$ cat config.mk
export PLATFORM = sky130hd
export DESIGN_NAME = ysyx_23060191_mem_arb
export DESIGN_NICKNAME = d
export VERILOG_FILES = /design/src/rtl/ysyx_23060191_mem_arb_pkg.sv /design/src/rtl/ysyx_23060191_arb_pick.sv /design/src/rtl/ysyx_23060191_mem_arb.sv
export SDC_FILE = /design/constraint.sdc
export NUM_CORES = 1
export LEC_CHECK = 0
export CAP_MARGIN = 20
export CORE_ASPECT_RATIO = 0.75
export CORE_UTILIZATION = 30
export CTS_CLUSTER_SIZE = 28
export DETAILED_ROUTE_END_ITERATION = 8
export DONT_BUFFER_PORTS = 1
export GPL_TIMING_DRIVEN = 0
export PLACE_DENSITY = 0.41
export SYNTH_ARGS = -nofsm -noshare
export SYNTH_HDL_FRONTEND = slang
export SYNTH_SLANG_ARGS = --single-unit
export TNS_END_PERCENT = 50
$ cat constraint.sdc
create_clock -name clk -period 2.4 [get_ports clk]
set_input_delay 0.12 -clock clk [delete_from_list [all_inputs] [get_ports clk]]
set_output_delay 0.12 -clock clk [all_outputs]
set_load 0.01 [all_outputs]
$ cat src/rtl/ysyx_23060191_mem_arb_pkg.sv
// Shared defines for the NPC memory arbiter.
// Holds the datapath width, the arbiter FSM state encodings and the
// transaction-owner encodings used by the arbiter and its grant picker.
package ysyx_23060191_mem_arb_pkg;

  localparam int CPU_WIDTH = 32;

  typedef enum logic [1:0] {
    ARB_IDLE = 2'd0,
    ARB_REQ  = 2'd1,
    ARB_WAIT = 2'd2
  } arb_state_t;

  localparam logic OWNER_IFU = 1'b0;
  localparam logic OWNER_LSU = 1'b1;

endpackage

$ cat src/rtl/ysyx_23060191_arb_pick.sv
// Combinational two-requester grant picker for the memory arbiter.
// Ports:
//   ifu_valid, lsu_valid  - pending requests
//   last_grant            - owner of the previous accept (round-robin build only)
//   ifu_grant, lsu_grant  - one-hot (or zero) grant
// Build option: YSYX_23060191_ARB_RR_EN selects round-robin on a tie;
// otherwise the LSU always wins a tie.
module ysyx_23060191_arb_pick
  import ysyx_23060191_mem_arb_pkg::*;
(
  input  logic ifu_valid,
  input  logic lsu_valid,
`ifdef YSYX_23060191_ARB_RR_EN
  input  logic last_grant,
`endif
  output logic ifu_grant,
  output logic lsu_grant
);

  // Grant selection: a lone requester always wins; a tie goes by policy.
  always_comb begin
    ifu_grant = 1'b0;
    lsu_grant = 1'b0;
    if (ifu_valid && lsu_valid) begin
`ifdef YSYX_23060191_ARB_RR_EN
      // The side that did not win last time takes the tie.
      if (last_grant == OWNER_LSU) begin
        ifu_grant = 1'b1;
      end else begin
        lsu_grant = 1'b1;
      end
`else
      lsu_grant = 1'b1;
`endif
    end else if (lsu_valid) begin
      lsu_grant = 1'b1;
    end else if (ifu_valid) begin
      ifu_grant = 1'b1;
    end else begin
      ifu_grant = 1'b0;
      lsu_grant = 1'b0;
    end
  end

endmodule

$ cat src/rtl/ysyx_23060191_mem_arb.sv
// Single-port memory arbiter between the IFU and the LSU.
// One transaction at a time: accept (IDLE) -> present to memory (REQ)
// -> wait for the response (WAIT), which is routed back to its owner.
// Ports:
//   clk, rst                 - clock, asynchronous active-high reset
//   ifu_req_* / ifu_addr     - fetch request handshake and address
//   ifu_resp_valid/rdata     - fetch response
//   lsu_req_* / lsu_*        - load/store request handshake and payload
//   lsu_resp_valid/rdata     - load data / store acknowledge
//   mem_req_* / mem_*        - request to memory with latched payload
//   mem_resp_valid/rdata     - memory response
// Build option: YSYX_23060191_ARB_RR_EN enables round-robin tie breaking
// with a last_grant register; undefined gives fixed LSU-over-IFU priority.
module ysyx_23060191_mem_arb
  import ysyx_23060191_mem_arb_pkg::*;
#(
  parameter int ADDR_W = CPU_WIDTH,
  parameter int DATA_W = CPU_WIDTH,
  parameter int MASK_W = DATA_W / 8
) (
  input  logic              clk,
  input  logic              rst,
  input  logic              ifu_req_valid,
  output logic              ifu_req_ready,
  input  logic [ADDR_W-1:0] ifu_addr,
  output logic              ifu_resp_valid,
  output logic [DATA_W-1:0] ifu_rdata,
  input  logic              lsu_req_valid,
  output logic              lsu_req_ready,
  input  logic [ADDR_W-1:0] lsu_addr,
  input  logic              lsu_wen,
  input  logic [DATA_W-1:0] lsu_wdata,
  input  logic [MASK_W-1:0] lsu_wmask,
  output logic              lsu_resp_valid,
  output logic [DATA_W-1:0] lsu_rdata,
  output logic              mem_req_valid,
  input  logic              mem_req_ready,
  output logic [ADDR_W-1:0] mem_addr,
  output logic              mem_wen,
  output logic [DATA_W-1:0] mem_wdata,
  output logic [MASK_W-1:0] mem_wmask,
  input  logic              mem_resp_valid,
  input  logic [DATA_W-1:0] mem_rdata
);

  arb_state_t        state;
  logic              owner;
  logic [ADDR_W-1:0] lat_addr;
  logic              lat_wen;
  logic [DATA_W-1:0] lat_wdata;
  logic [MASK_W-1:0] lat_wmask;
  logic              ifu_grant;
  logic              lsu_grant;
  logic              idle;
  logic              resp_hit;
`ifdef YSYX_23060191_ARB_RR_EN
  logic              last_grant;
`endif

  ysyx_23060191_arb_pick u_pick (
    .ifu_valid  (ifu_req_valid),
    .lsu_valid  (lsu_req_valid),
`ifdef YSYX_23060191_ARB_RR_EN
    .last_grant (last_grant),
`endif
    .ifu_grant  (ifu_grant),
    .lsu_grant  (lsu_grant)
  );

  // Ready is only offered in IDLE; the rst term keeps it low while reset
  // is held, independent of the requesters' valids.
  assign idle          = (state == ARB_IDLE) && !rst;
  assign lsu_req_ready = idle && lsu_grant;
  assign ifu_req_ready = idle && ifu_grant;

  assign mem_req_valid = (state == ARB_REQ);
  assign mem_addr      = lat_addr;
  assign mem_wen       = lat_wen;
  assign mem_wdata     = lat_wdata;
  assign mem_wmask     = lat_wmask;

  // Responses outside WAIT are stray and never reach a requester.
  assign resp_hit       = (state == ARB_WAIT) && mem_resp_valid;
  assign ifu_resp_valid = resp_hit && (owner == OWNER_IFU);
  assign lsu_resp_valid = resp_hit && (owner == OWNER_LSU);
  assign ifu_rdata      = mem_rdata;
  assign lsu_rdata      = mem_rdata;

  // Arbiter FSM with the request latches and owner tracking.
  always_ff @(posedge clk or posedge rst) begin
    if (rst) begin
      state     <= ARB_IDLE;
      owner     <= OWNER_IFU;
      lat_addr  <= {ADDR_W{1'b0}};
      lat_wen   <= 1'b0;
      lat_wdata <= {DATA_W{1'b0}};
      lat_wmask <= {MASK_W{1'b0}};
`ifdef YSYX_23060191_ARB_RR_EN
      last_grant <= OWNER_IFU;
`endif
    end else begin
      case (state)
        ARB_IDLE: begin
          if (lsu_req_ready) begin
            state     <= ARB_REQ;
            owner     <= OWNER_LSU;
            lat_addr  <= lsu_addr;
            lat_wen   <= lsu_wen;
            lat_wdata <= lsu_wdata;
            // Loads never carry a byte mask to memory.
            lat_wmask <= lsu_wen ? lsu_wmask : {MASK_W{1'b0}};
`ifdef YSYX_23060191_ARB_RR_EN
            last_grant <= OWNER_LSU;
`endif
          end else if (ifu_req_ready) begin
            state     <= ARB_REQ;
            owner     <= OWNER_IFU;
            lat_addr  <= ifu_addr;
            lat_wen   <= 1'b0;
            lat_wdata <= {DATA_W{1'b0}};
            lat_wmask <= {MASK_W{1'b0}};
`ifdef YSYX_23060191_ARB_RR_EN
            last_grant <= OWNER_IFU;
`endif
          end else begin
            state <= ARB_IDLE;
          end
        end
        ARB_REQ: begin
          if (mem_req_ready) begin
            state <= ARB_WAIT;
          end else begin
            state <= ARB_REQ;
          end
        end
        ARB_WAIT: begin
          if (mem_resp_valid) begin
            state <= ARB_IDLE;
          end else begin
            state <= ARB_WAIT;
          end
        end
        default: begin
          state <= ARB_IDLE;
        end
      endcase
    end
  end

endmodule

==> results.txt, run 1 <==
Across every metal layer, demand over resource in global routing totals 15.0%. The run gives 0 as the final antenna-violating net count. The largest single stage delay on the critical path is 580 ps. Of all nets on the critical path, the largest fanout is 10. The logs give 4680 um^2 for the final instance area and 2.06 nW for the leakage power. Kind of cell adding the most delay to the critical path: simple AND/OR/NAND/NOR gates. TritonCTS built the clock tree. Power spread over the standard cell area amounts to 1090 nW/um^2. The initialized floorplan defines 33 standard-cell rows.

The logs give 0 for the final-report max-slew violation count and 1760 ps for the data arrival time of the worst path. The wire length after detailed routing is 8.91 mm. The dominant cell by count in the synthesized netlist was sky130_fd_sc_hd__dfrtp_1. The insertion delay of the later-clocked pin in the worst-skew pair came out at 330 ps. In this run, post-CTS repair resized a total of 0 instances. Combinational cells account for 24.3% of the total power. For the total clock sinks, the log shows 72.

The critical path goes through nor4b_4 -> buf_6 -> buf_8. Post-CTS timing repair inserted 0 buffers for setup. The logs give 524 ps for the slack of the critical path and 46 for the maximum number of pins on one net before global-route repair. The endpoint identified for the worst register-to-register timing path is mem_addr[18]$_DFFE_PP0P_. The total overflow left after global routing is 0. The synthesized instance count is 270. In this run the clock root is driven by a sky130_fd_sc_hd__clkbuf_16. The repair_antennas step left the layout with diodes totalling 0.

Cells fill 42.5% of the core in the end. The flip-flop and latch count after synthesis is 72, and the count of buffers inserted at the top-level ports is 0. In this run the power spent charging and discharging nets is 1.71 mW. The dominant register cell in the synthesized netlist is sky130_fd_sc_hd__dfrtp_1.

After synthesis, the netlist uses 23 different library cells. The number of iterations in the first detailed-routing pass was 7. The kind of start point of the critical path is a flop.

The path class of the tightest hold or removal check is primary input to flop. The run gives 88 as the violation count after the first detailed-routing iteration. In this run, synthesis inferred 0 flip-flops with an integrated enable.

The number of nets in the layout was 495; the worst slack at placement was 634 ps. The critical path is of the flop to primary output type. The tools report the worst min-delay path startpoint as rst. Of all flip-flops after synthesis, the portion carrying an async set or reset was 100%.

After detailed routing, the average wire length per cell comes to 17.8 um. Data required time of the worst path: 2280 ps. The synthesis-to-layout area growth was 36.5%; the placed standard-cell area was 3640 um^2. The capture endpoint of the worst hold path is owner$_DFFE_PP0P_.

The number of endpoints with negative hold slack in the final report is 0. Via total after detailed routing: 2469. Setup repair after global routing left no endpoint under its margin.

The internal portion of the total power is 3.38 mW. The worst-case register-to-register setup slack is 670 ps. The floorplan step defined a die boundary enclosing 11900 um^2. For this configuration, the core starts out at a cell density of 31.1%.

The run gives 533 MHz as the fmax. Final weighted congestion of routability-driven global placement: 0.661. Of all cell types, the one taking the most synthesized area is sky130_fd_sc_hd__dfrtp_1. The flow ran to the end, but the final reports show violations.

Startpoint of the lowest-slack register-to-register path: state[1]$_DFF_PP0_. Headroom to the max-slew limit came out at 63.9%. Across the VDD grid, the largest voltage drop is 0.439 mV. Each instance of the synthesized netlist takes up on average 12.7 um^2. The filler cells instantiated in the layout total 1012.

Area of the core: 11000 um^2. The run gives 52.5% as the sequential fraction of the synthesis area. The run gives 0 as the initial antenna violation count.

The number of clock buffers added by TritonCTS is 9. The floorplan step set the die height to 94.6 um. At the pin with the least slew margin, the transition time is 539 ps. The area fraction of the dominant cell type after synthesis is 52.5%. The tool flagged a number of max-cap violations equal to 0. By area the synthesized netlist is led by sky130_fd_sc_hd__dfrtp_1 52%, sky130_fd_sc_hd__buf_4 15%, sky130_fd_sc_hd__o221a_2 10%. The largest individual stage delay along the critical path comes from the cell sky130_fd_sc_hd__nor4b_4. Along the worst hold path, the cell count comes to 3. The number of global-route vias before repair is 2479. The tools report the endpoint class of the critical path as a primary output. The total I/O pin count was 277; the number of buffer and inverter instances along the worst setup path was 2.

When the netlist entered floorplanning its net count stood at 409. For the final database, setup skew stands at 4.31 ps. The level count of the clock H-tree is 3, and the fraction of layout instances using a drive strength above 1 is 36.6%. The Yosys step of the flow raised 0 warnings.

After detailed routing, the number of remaining DRC violations is 14. Setup violations remaining at the end of the flow were counted as 0. Dividing the final minimum period by the clock period gives 78.2%. In the routed layout, each cell is associated on average with a via count of 4.93.

The die span in x is 126 um, and the synthesized area is 3430 um^2. Depth of the worst register-to-register path: 4. The clock transition at the registers of the reported paths is 60 ps, and the wire length of the first global-routing pass is 13.5 mm. The maximum buffer depth of the clock tree is 2. The checks that failed: design-rule violations. Ranked by instance count, the synthesized netlist is headed by 72 x sky130_fd_sc_hd__dfrtp_1, 67 x sky130_fd_sc_hd__buf_4, 33 x sky130_fd_sc_hd__a22o_1. Net switching is 33.6% of the power. The clock period could shrink to 1880 ps. After legalization and detailed placement, the total HPWL measured 6.15 mm. The logs give 49.0% for the sequential fraction of design power and 26.7% for the clock network power share.
[worst register-to-register path: stages (launching register included)]
cell	delay [ps]
sky130_fd_sc_hd__dfrtp_1	460
sky130_fd_sc_hd__nor4b_4	580
sky130_fd_sc_hd__buf_2	350
sky130_fd_sc_hd__nand2b_1	100
sky130_fd_sc_hd__o221a_2	130
[cells by family (layout without fill, tap and decap cells)]
| logic type | Yosys count | count (layout) | share of synthesized area (%) |
|---|---|---|---|
| AO/OA/AOI/OAI | 74 | 74 | 21.1 |
| AND/OR/NAND/NOR | 40 | 40 | 8.46 |
| flip-flops | 72 | 72 | 52.5 |
| buffers and inverters | 84 | 175 | 18.0 |
[worst max-delay path by stage]
stage	slack (ps)	cells after the start	to	from
floorplan	460	1	mem_addr[0]$_DFFE_PP0P_	rst
global placement	-520	1	mem_wdata[7]$_DFFE_PP0P_	rst
detailed placement	630	4	mem_addr[27]$_DFFE_PP0P_	state[1]$_DFF_PP0_
CTS	450	3	lsu_req_ready	state[1]$_DFF_PP0_
global route	410	3	lsu_req_ready	state[1]$_DFF_PP0_
finish	520	3	lsu_req_ready	state[1]$_DFF_PP0_
[state kept, by name, indices dropped and copies added, names as in the netlist]
register,cells
mem_wdata,32
state,2
mem_addr,32
owner,1
mem_wen,1
mem_wmask,4
[metal layers]
metal | part of all wire (%) | track usage, % | vias up
met5 | 0 | 0 | -
met4 | 1.1 | 5.69 | 0
met3 | 9.5 | 6.46 | 10
met2 | 49 | 24.2 | 148
met1 | 41 | 17.9 | 1215
li1 | - | - | 1096
[layout by cell type (no fill, tap or decap), types with 4 or more instances in the layout]
master / count
sky130_fd_sc_hd__a22o_1: 33
sky130_fd_sc_hd__a32o_1: 4
sky130_fd_sc_hd__buf_2: 7
sky130_fd_sc_hd__buf_4: 67
sky130_fd_sc_hd__buf_6: 4
sky130_fd_sc_hd__clkbuf_16: 9
sky130_fd_sc_hd__dfrtp_1: 72
sky130_fd_sc_hd__dlygate4sd3_1: 74
sky130_fd_sc_hd__nand2b_1: 30
sky130_fd_sc_hd__o221a_2: 32
sky130_fd_sc_hd__or2b_1: 4
[power groups by stage]
stage	Sequential (mW)	Combinational [mW]	Clock (mW)
finish	2.49	1.23	1.36
global route	2.57	1.36	1.47
CTS	2.50	1.25	1.41
detailed placement	2.50	1.15	0
global placement	2.53	1.12	0
floorplan	2.36	0.969	0
[cell type report]
type,count,area [um^2],share of cell area (%)
flip-flops and latches,72,1800,38.5
multi-input cells,114,1010,21.6
repair buffers,75,768,16.4
plain buffers,81,606,12.9
clock buffers,10,239,5.10
well taps,140,175,3.74
clock inverters,6,67.6,1.44
inverters,3,13.8,0.294
[per-stage QoR]
stage | power [mW] | setup TNS, ps | hold slack, ps | instances
2_1_floorplan | 3.33 | 0 | 202 | 270
3_3_place_gp | 3.65 | -37330 | 206 | 410
6_report | 5.09 | 0 | 34.5 | 501
5_1_grt | 5.39 | 0 | 34.0 | 501
4_1_cts | 5.16 | 0 | 29.8 | 501
3_5_place_dp | 3.65 | 0 | 8.50 | 411
[what timing repair did]
item                                    4_1_cts  5_1_grt
hold endpoints to repair                     99        0
hold buffers                                 74        0
endpoints found under the setup margin        0        0
(Power assumes the default switching activity.)
==> run 2, diff against run 1 <==
clock period = 1.8 ns   (was 2.4 ns; I/O delays follow)
==> run 2 against run 1 <==
Against the previous run: the run still ends with design-rule violations left; combinational power rose by 37%; critical path depth increased by 1; non-clock buffer count increased by 3; flip-flop and latch count did not move; hold slack got worse by 20 ps; clock power is 30% higher; largest cell class unchanged; setup slack got worse by 380 ps; cell count is 0.60% higher; power increased by 33%; register-to-register slack worse by 510 ps; highest routed layer unchanged.
==> results.txt, run 2 (synthesis results as in run 1) <==
The net switching component of the power is 2.30 mW (+35%), and the initial antenna violation count is 0 (unchanged). The worst-case vdd ir drop was 0.600 mV (+37%). The slew of the pin with the lowest slew margin was 835 ps (+296 ps). The total clock sinks was 72 (unchanged). The overall die height is 94.6 um (unchanged).

The path class of the tightest hold or removal check is primary input to flop. The number of cells in the design after placement came out at 411 (unchanged). Final critical-path share of the clock period: 92.2%. The data required time of the worst path was 1710 ps (-570 ps); the routed length per placed instance was 18.0 um (+1.1%). The die span in x is 126 um (unchanged). The logs give 49.2% (+0.2 points) for the sequential fraction of design power and 3 (unchanged) for the level count of the clock H-tree.

The leakage power is 2.08 nW (+0.99%), and the final standard cell count with taps included and fillers excluded is 504 (+0.60%). The total number of placement rows is 33 (unchanged), and the final standard cell utilization of the core is 42.7% (+0.17 points). Final clock skew: 4.33 ps (+0.0194 ps). Derived from the worst setup path, the maximum achievable clock frequency is 602 MHz. The worst setup path is captured at a primary output. The violation count after the first detailed-routing iteration was 122 (+39%); the placed standard-cell area was 3630 um^2 (-0.17%).

The clock transition at the registers of the reported paths was 60 ps (about the same). Number of global-route vias before repair: 2563 (+3.4%). The largest driver fanout on the critical path is 10 (unchanged), and the largest stage delay on the critical path is 470 ps (-110 ps). In the layout the commonest cells are 74 x sky130_fd_sc_hd__dlygate4sd3_1, 72 x sky130_fd_sc_hd__dfrtp_1, 70 x sky130_fd_sc_hd__buf_4, 33 x sky130_fd_sc_hd__a22o_1, 32 x sky130_fd_sc_hd__o221a_2. The final reports fail on design-rule violations.

Count of buffers inserted at the top-level ports: 0 (unchanged). The run gives 16 (+2) as the DRC violation count after routing. Insertion delay of the later-clocked pin in the worst-skew pair: 330 ps (about the same). The tools report the startpoint of the lowest-slack register-to-register path as state[0]$_DFF_PP0_. The power per unit of standard cell area came out at 1440 nW/um^2 (+33%).

The run gives 0 (unchanged) as the number of endpoints with negative hold slack in the final report. The worst register-to-register path ends at mem_wdata[3]$_DFFE_PP0P_. The slowest cell on the critical path was sky130_fd_sc_hd__dfrtp_1. The tools report the die footprint as 11900 um^2 (unchanged). Detail-routed via count per cell: 4.93 (about the same).

STA classifies the critical path startpoint as a flop. The synthesis-to-layout area growth is 37.0%, and the number of setup violations in the final report is 0 (unchanged). The depth of the worst register-to-register path was 5 (+1). The tools report the data arrival time of the worst path as 1570 ps (-190 ps). The wire length of the first global-routing pass is 13.8 mm (+2.8%), and the effective utilization at floorplan is 31.1% (unchanged). Following the worst setup path forward leads to its endpoint at ifu_req_ready. The total I/O pin count was 277 (unchanged); the fraction of layout instances using a drive strength above 1 was 36.8% (+0.25 points). Final-report max-slew violation count: 0 (unchanged). Traced cell by cell, the critical path runs through nor3_4 -> nand3b_4 -> clkbuf_4 -> inv_1. The logs give 498 (+0.61%) for the number of nets in the layout and 0 ps (unchanged) for the post-route setup TNS. The global-route congestion overflow total came out at 0 (unchanged).

TritonCTS built the clock tree. The tree is rooted in a sky130_fd_sc_hd__clkbuf_16. The kind of critical path is flop to primary output. The switching share of total power works out to 33.8% (+0.29 points).

Most frequent standard cell in the layout excluding fill and tap cells: sky130_fd_sc_hd__dlygate4sd3_1. The critical path starts at state[0]$_DFF_PP0_. The logs give 9 (+2) for the number of iterations in the first detailed-routing pass and 4700 um^2 (+0.40%) for the final instance area. For the clock network power share, the log shows 26.1% (-0.6 points).

The logs give 0 (unchanged) for the number of max-cap violations and 2 (unchanged) for the maximum buffer depth of the clock tree. The final antenna-violating net count was 0 (unchanged); the time the final worst path needs with I/O delays and setup was 1660 ps. The logs give 38 (-17%) for the maximum number of pins on one net before global-route repair and 9 (unchanged) for the number of buffers created by CTS. The HPWL after detailed placement was 6.35 mm (+3.1%); the wire length after detailed routing was 9.06 mm (+1.7%). The run finished, with violations left.

The worst-case register-to-register setup slack is 160 ps (-510 ps), and the area of the core is 11000 um^2 (unchanged). The total track usage was 15.5% (+0.45 points). The logs give 0.663 (+0.24%) for the final weighted congestion of routability-driven global placement and 1034 (+2.2%) for the layout filler cell count.

The tools report the internal power as 4.49 mW (+33%). The combinational share of power is 24.7% (+0.4 points). The worst slew margin relative to its limit is 44.2% (-20 points), and the via total after detailed routing is 2484 (+0.61%). The count of inserted antenna diode cells came out at 0 (unchanged). Setup repair after global routing left no endpoint under its margin.
## run 2: power by group through the flow
stage	clock network, mW	registers, mW	logic (mW)
6_report	1.77	3.34	1.68
5_1_grt	1.91	3.43	1.86
4_1_cts	1.84	3.34	1.68
3_5_place_dp	0	3.34	1.54
2_1_floorplan	0	3.15	1.29
3_3_place_gp	0	3.38	1.50
## run 2: layout make-up
type	instances	area (um^2)	share of cell area, %
Clock buffer	10	229	4.87
Timing Repair Buffer	78	783	16.7
Tap cell	140	175	3.72
Clock inverter	6	68.8	1.46
Inverter	3	15.0	0.319
Sequential cell	72	1800	38.3
Buffer	81	608	12.9
Multi-Input combinational cell	114	1020	21.7
## run 2: worst min-delay path by stage
| stage | from | cells after the start | end | slack (ps) |
|---|---|---|---|---|
| after detailed placement | rst | 1 | mem_wen$_DFFE_PP0P_ | 170 |
| after global routing | lsu_addr[5] | 2 | mem_addr[5]$_DFFE_PP0P_ | 2 |
| after global placement | mem_resp_valid | 1 | state[1]$_DFF_PP0_ | 180 |
| final | lsu_addr[29] | 2 | mem_addr[29]$_DFFE_PP0P_ | 10 |
| after floorplan | mem_resp_valid | 1 | state[1]$_DFF_PP0_ | 170 |
| after CTS | lsu_addr[29] | 2 | mem_addr[29]$_DFFE_PP0P_ | 0.6 |
## run 2: repair_timing
action,4_1_cts,5_1_grt
resized for setup,0,2
hold buffers,74,0
endpoints found under the hold margin,108,0
pin swaps,1,1
endpoints found under the setup margin,1,4
setup buffers,2,1
## run 2: per-layer routing
layer / vias up / GRT usage (%) / wire [um]
met5: - / 0 / 0
met4: 0 / 5.49 / 118
met3: 10 / 5.50 / 742
met2: 142 / 26.6 / 4590
met1: 1225 / 18.0 / 3600
li1: 1107 / - / -
## run 2: critical path: cells and delay by family, from the launching register on
family / cells / cell delay (ps)
buffers and inverters: 2 / 330
AND/OR/NAND/NOR: 2 / 430
flip-flops: 1 / 470
## run 2: metrics by stage
stage	total power [mW]	setup WS, ps	hold WS [ps]
after floorplan	4.44	400	172
after global placement	4.88	60.9	182
after detailed placement	4.88	58.7	175
after CTS	6.86	71.7	0.558
after global routing	7.20	30.3	2.28
final	6.79	140	14.5
